[src/rtl/demux_sequencer_if.sv]
// Word source / frame consumer handshake plus the demux drive signals of demux_sequencer.
interface demux_sequencer_if #(
  parameter int unsigned MUX_SEL = 2,
  parameter int unsigned DDW     = 16
);
  localparam int unsigned NDEST = 1 << MUX_SEL;

  logic [DDW-1:0]     i_data;
  logic               i_valid;
  logic               o_ready;
  logic               i_ack;
  logic [MUX_SEL-1:0] o_sel;
  logic [DDW-1:0]     o_bus;
  logic [NDEST-1:0]   o_load;
  logic               o_frame_done;
  logic               o_err;

  // Master is the word source / frame consumer; slave is the sequencer.
  modport master (
    output i_data, i_valid, i_ack,
    input  o_ready, o_sel, o_bus, o_load, o_frame_done, o_err
  );

  modport slave (
    input  i_data, i_valid, i_ack,
    output o_ready, o_sel, o_bus, o_load, o_frame_done, o_err
  );
endinterface

[src/rtl/demux_sequencer.sv]
// Steers the words of a frame to consecutive demux destinations, then waits for the
// consumer to acknowledge the frame; aborts a frame that stalls between words.
module demux_sequencer #(
  parameter int unsigned MUX_SEL   = 2,
  parameter int unsigned DDW       = 16,
  parameter int unsigned NUM_WORDS = 4,
  parameter int unsigned TIMEOUT   = 1000
) (
  input logic              i_clk,
  input logic              i_rst,
  demux_sequencer_if.slave dmx
);
  localparam int unsigned NDEST = 1 << MUX_SEL;
  localparam int unsigned CW    = $clog2(TIMEOUT);

  localparam logic [MUX_SEL-1:0] LAST_IDX   = MUX_SEL'(NUM_WORDS - 1);
  localparam logic [CW-1:0]      IDLE_LIMIT = CW'(TIMEOUT - 1);

  typedef enum logic [1:0] {
    S_IDLE,
    S_COLLECT,
    S_DONE,
    S_ERR
  } state_t;

  state_t             state;
  logic [MUX_SEL-1:0] idx;
  logic [CW-1:0]      idle_cnt;
  logic               xfer_c;

  // o_ready is registered, so a handshake is simply valid while ready.
  assign xfer_c = dmx.i_valid & dmx.o_ready;

  always_ff @(posedge i_clk) begin
    if (i_rst) begin
      state            <= S_IDLE;
      idx              <= '0;
      idle_cnt         <= '0;
      dmx.o_ready      <= 1'b1;
      dmx.o_sel        <= '0;
      dmx.o_bus        <= '0;
      dmx.o_load       <= '0;
      dmx.o_frame_done <= 1'b0;
      dmx.o_err        <= 1'b0;
    end else begin
      dmx.o_load <= '0;
      dmx.o_err  <= 1'b0;

      // Every accepted word drives the demux for exactly one cycle; bus/sel then hold.
      if (xfer_c) begin
        dmx.o_bus  <= dmx.i_data;
        dmx.o_sel  <= idx;
        dmx.o_load <= NDEST'(1) << idx;
      end

      unique case (state)
        S_IDLE, S_COLLECT: begin
          if (xfer_c) begin
            idle_cnt <= '0;
            if (idx == LAST_IDX) begin
              state            <= S_DONE;
              dmx.o_ready      <= 1'b0;
              dmx.o_frame_done <= 1'b1;
            end else begin
              state <= S_COLLECT;
              idx   <= idx + 1'b1;
            end
          end else if (state == S_COLLECT) begin
            // A word arriving on the limit cycle wins over the abort (handled above).
            if (idle_cnt == IDLE_LIMIT) begin
              state       <= S_ERR;
              dmx.o_ready <= 1'b0;
              dmx.o_err   <= 1'b1;
              idx         <= '0;
              idle_cnt    <= '0;
            end else begin
              idle_cnt <= idle_cnt + 1'b1;
            end
          end
        end

        S_DONE: begin
          if (dmx.i_ack) begin
            state            <= S_IDLE;
            idx              <= '0;
            dmx.o_ready      <= 1'b1;
            dmx.o_frame_done <= 1'b0;
          end
        end

        S_ERR: begin
          state       <= S_IDLE;
          dmx.o_ready <= 1'b1;
        end

        default: begin
          state       <= S_IDLE;
          dmx.o_ready <= 1'b1;
        end
      endcase
    end
  end
endmodule

[src/flat_wrapper.sv]
// flat-port wrapper written by rule: the top's interface ports become plain ports
module demux_sequencer_flat 
#(
  parameter int unsigned MUX_SEL   = 2,
  parameter int unsigned DDW       = 16,
  parameter int unsigned NUM_WORDS = 4,
  parameter int unsigned TIMEOUT   = 1000
)
  (i_clk, i_rst, dmx_i_data, dmx_i_valid, dmx_i_ack, dmx_o_ready, dmx_o_sel, dmx_o_bus, dmx_o_load, dmx_o_frame_done, dmx_o_err);
  demux_sequencer_if #(.MUX_SEL(MUX_SEL), .DDW(DDW)) dmx_i ();
  input logic i_clk;
  input logic i_rst;
  input wire logic [$bits(dmx_i.i_data)-1:0] dmx_i_data;
  input wire logic [$bits(dmx_i.i_valid)-1:0] dmx_i_valid;
  input wire logic [$bits(dmx_i.i_ack)-1:0] dmx_i_ack;
  output wire logic [$bits(dmx_i.o_ready)-1:0] dmx_o_ready;
  output wire logic [$bits(dmx_i.o_sel)-1:0] dmx_o_sel;
  output wire logic [$bits(dmx_i.o_bus)-1:0] dmx_o_bus;
  output wire logic [$bits(dmx_i.o_load)-1:0] dmx_o_load;
  output wire logic [$bits(dmx_i.o_frame_done)-1:0] dmx_o_frame_done;
  output wire logic [$bits(dmx_i.o_err)-1:0] dmx_o_err;
  assign dmx_i.i_data = dmx_i_data;
  assign dmx_i.i_valid = dmx_i_valid;
  assign dmx_i.i_ack = dmx_i_ack;
  assign dmx_o_ready = dmx_i.o_ready;
  assign dmx_o_sel = dmx_i.o_sel;
  assign dmx_o_bus = dmx_i.o_bus;
  assign dmx_o_load = dmx_i.o_load;
  assign dmx_o_frame_done = dmx_i.o_frame_done;
  assign dmx_o_err = dmx_i.o_err;
  demux_sequencer #(.MUX_SEL(MUX_SEL), .DDW(DDW), .NUM_WORDS(NUM_WORDS), .TIMEOUT(TIMEOUT)) u_core (.i_clk(i_clk), .i_rst(i_rst), .dmx(dmx_i));
endmodule
[config.mk]
export PLATFORM = sky130hd
export DESIGN_NAME = demux_sequencer_flat
export DESIGN_NICKNAME = d
export VERILOG_FILES = /design/src/rtl/demux_sequencer_if.sv /design/src/rtl/demux_sequencer.sv /design/src/flat_wrapper.sv
export SDC_FILE = /design/constraint.sdc
export NUM_CORES = 1
export LEC_CHECK = 0
export ABC_AREA = 1
export CAP_MARGIN = 20
export CORE_ASPECT_RATIO = 2
export CORE_MARGIN = 5
export CORE_UTILIZATION = 51
export DETAILED_ROUTE_END_ITERATION = 10
export MAX_ROUTING_LAYER = met4
export PLACE_DENSITY = 0.91
export SLEW_MARGIN = 5
export SYNTH_ARGS = -nofsm -noshare
export SYNTH_HDL_FRONTEND = slang
export SYNTH_SLANG_ARGS = --single-unit
[constraint.sdc]
create_clock -name i_clk -period 2.05 [get_ports i_clk]
set_input_delay 0.41 -clock i_clk [delete_from_list [all_inputs] [get_ports i_clk]]
set_output_delay 0.41 -clock i_clk [all_outputs]
set_load 0.01 [all_outputs]
==> results.yml <==
status:
  status: "completed"
finish:
  final_cells: 303
  fin_nets: 293
  drive_gt1_share_pct: 9.191
  syn2layout_area_growth_pct: 37.39
  n_antenna_cell: 0
  nFillCells: 237
critical_path:
  worstReg2RegEnd: "u_core.state[0]"
  cp.required_ns: 1.64
  crit_type: "flip-flop to output pin"
  path_delay_family: "buffers and inverters"
  end_kind: "output pin"
  slowest_stage: "clkdlybuf4s50_1"
  r2r-start: "u_core.idle_cnt[1]"
  arrival_ns: 1.26
  path_cells: "clkdlybuf4s50_1"
  r2r_setup_slack_ns: 0.53
  start_kind: "flip-flop"
  rr_worst_depth: 9
  critPathMaxFanout: 3
  cp_num_cells: 1
  slowest_delay_ns: 0.57
  critPathBufInv: 1
place:
  dp.cells: 295
  dpl_worst_slack_ns: 0.1226
  portBuffers: 44
  gp_congestion: 1.009
  dp_hpwl_um: 3112
global_routing:
  overflow: 0
  grt_pass1_wl_um: 6886
  grt_antenna_before_repair: 0
  grt_pass1_vias: 1672
  grt_max_degree: 17
  grtUsageTotal_pct: 19.65
floorplan:
  rows: 29
  fp.dieArea_um2: 4502
  start_util_pct: 52.33
  die_w_um: 50.01
  fp.coreArea_um2: 3120
  design.portCount: 45
  die_h_um: 90.02
yosys:
  synth_top_area_share_pct: 47.82
  async_flop_share_pct: 0
  syn_inst: 220
  post_synth_main_area_contributors: "dfxtp_1 (48%), nand2_1 (14%), nand3_1 (7.4%)"
  synth-main-ff-cell: "dfxtp_1"
  syn_area_per_cell_um2: 7.422
  ys_seq_elements: 39
  synth.distinct_cells: 27
  netlist_area_um2: 1633
  synth-edff-count: 0
  ys_seq_area_share_pct: 47.82
  synth.most_common_cell: "nand2_1"
  synth_common_cells: "nand2_1 (63), dfxtp_1 (39), nand3_1 (24)"
  syn_nets: 242
  yosysWarningCount: 0
  post-synth-top-area-cell: "dfxtp_1"
timing:
  setup_viol_count_final: 0
  period_share_pct: 81.32
  tightest_slew_ns: 0.2896
  hold_violations: 0
  tns_ns: 0
  worst_clock_skew_ns: 0.004766
  fmax_mhz: 599.9
  worst_slack_ns: 0.3829
  drv_slew: 0
  slew_headroom_pct: 80.51
  rsz0062_at_grt: "false"
  finalCriticalPeriod_ns: 1.667
clocking:
  cts_buffer_depth: 2
  cts-htree-levels: 2
  root_buffer: "clkbuf_8"
  numCtsBuffers: 5
  cts_setup_buffers: 0
  cts_resized: 0
  path_clk_slew_ns: 0.07
  numClockSinks: 39
  clk_latency_ns: 0.29
  cts_tree: "built"
  ctsHoldBuffers: 0
power:
  ir_drop_mv: 0.6410
  leakagePower_nw: 0.9592
  power_density_nw_per_um2: 892.4
  total_power_w: 0.002002
detailed_routing:
  vias: 1653
  drt-wirelength-per-cell_um: 13.21
  drt_wl_total_um: 4004
  drtAntennaViolNets: 0
  drtIter0Drc: 32
  drt-pass1-iter-count: 5
  route.detailed.drc: 0
  vias_per_cell: 5.455
min_path:
  hold_end: "u_core.dmx.o_bus[14]"
  hold_class: "flip-flop to flip-flop"
  hold_depth: 2
  hp-start: "u_core.dmx.o_bus[14]"
run:
  drv_cap: 0
==> power by group <==
| group | switching [W] | total (W) | internal [W] | leakage, nW |
|---|---|---|---|---|
| Combinational | 0.000254 | 0.000461 | 0.000207 | 0.579 |
| Sequential | 0.0000557 | 0.000881 | 0.000826 | 0.319 |
| Clock | 0.000266 | 0.000659 | 0.000394 | 0.0612 |
==> cells in the final DEF (no fill, tap or decap), types with 2 or more instances in the layout <==
cell type,synthesis,final
a21oi_1,9,9
buf_4,0,6
clkbuf_8,0,6
clkdlybuf4s50_1,0,44
dfxtp_1,39,39
ha_1,2,2
inv_1,19,19
inv_2,4,4
nand2_1,63,63
nand3_1,24,24
nand4_1,2,2
nor2_1,16,16
nor2_4,2,2
nor3_1,12,12
nor4_1,2,2
o21ai_0,9,9
==> layout make-up <==
class / instances / area (um^2) / area share (%)
flip-flops and latches: 39 / 780.7 / 34.80
multi-input cells: 151 / 730.7 / 32.57
clock inverters: 2 / 35.03 / 1.562
repair buffers: 50 / 485.5 / 21.64
inverters: 24 / 90.09 / 4.016
clock buffers: 6 / 82.58 / 3.681
well taps: 31 / 38.79 / 1.729
==> per-layer routing <==
layer	track usage [%]	routed length (um)	vias to the layer above
met5	-	0	-
met4	11.60	174	0
met3	4.636	222	21
met2	33.82	2179	71
met1	18.87	1427	749
li1	-	-	812
==> sequential cells by signal, indices dropped and copies added (netlist names) <==
name,count
u_core.dmx.o_ready,1
u_core.idle_cnt,10
u_core.dmx.o_frame_done,1
u_core.dmx.o_err,1
u_core.dmx.o_load,4
u_core.dmx.o_bus,16
u_core.state,2
u_core.dmx.o_sel,2
u_core.idx,2
==> cell families (layout without fill, tap and decap cells) <==
logic type	after synthesis	after routing	share of synthesized area, %
buf+inv	30	82	7.432
simple gates	125	125	34.48
flops	39	39	47.82
compound gates	24	24	8.736
fa+ha+maj	2	2	1.532
==> metrics by stage <==
step                      util (%)  instance area [um^2]  hold WS (ns)
after global routing         71.89                  2243        0.4980
after CTS                    71.89                  2243        0.4777
final                        71.89                  2243        0.4740
after global placement       68.12                  2126        0.4587
after detailed placement     68.12                  2126        0.4628
after floorplan                  -                  1633        0.4531
==> how the worst max path moves through the flow <==
| stage | from | endpoint | slack, ns |
|---|---|---|---|
| after floorplan | u_core.idx[0] | u_core.dmx.o_ready | 0.74 |
| after global placement | dmx_i_valid | u_core.dmx.o_ready | 0.19 |
| after detailed placement | dmx_i_valid | u_core.idle_cnt[5] | 0.12 |
| after CTS | u_core.dmx.o_ready | dmx_o_ready | 0.37 |
| after global routing | dmx_i_valid | u_core.idle_cnt[5] | 0.27 |
| final | u_core.dmx.o_ready | dmx_o_ready | 0.38 |
==> worst register-to-register path: stages (launching register included) <==
cell	delay, ns
dfxtp_1	0.37
ha_1	0.18
nand2_1	0.09
nor2_1	0.11
nand3_1	0.17
nand2_1	0.16
nand2_1	0.08
nor2_1	0.12
nand2_1	0.07
a21oi_1	0.12
Note: power is estimated with default switching activity, not from simulation.
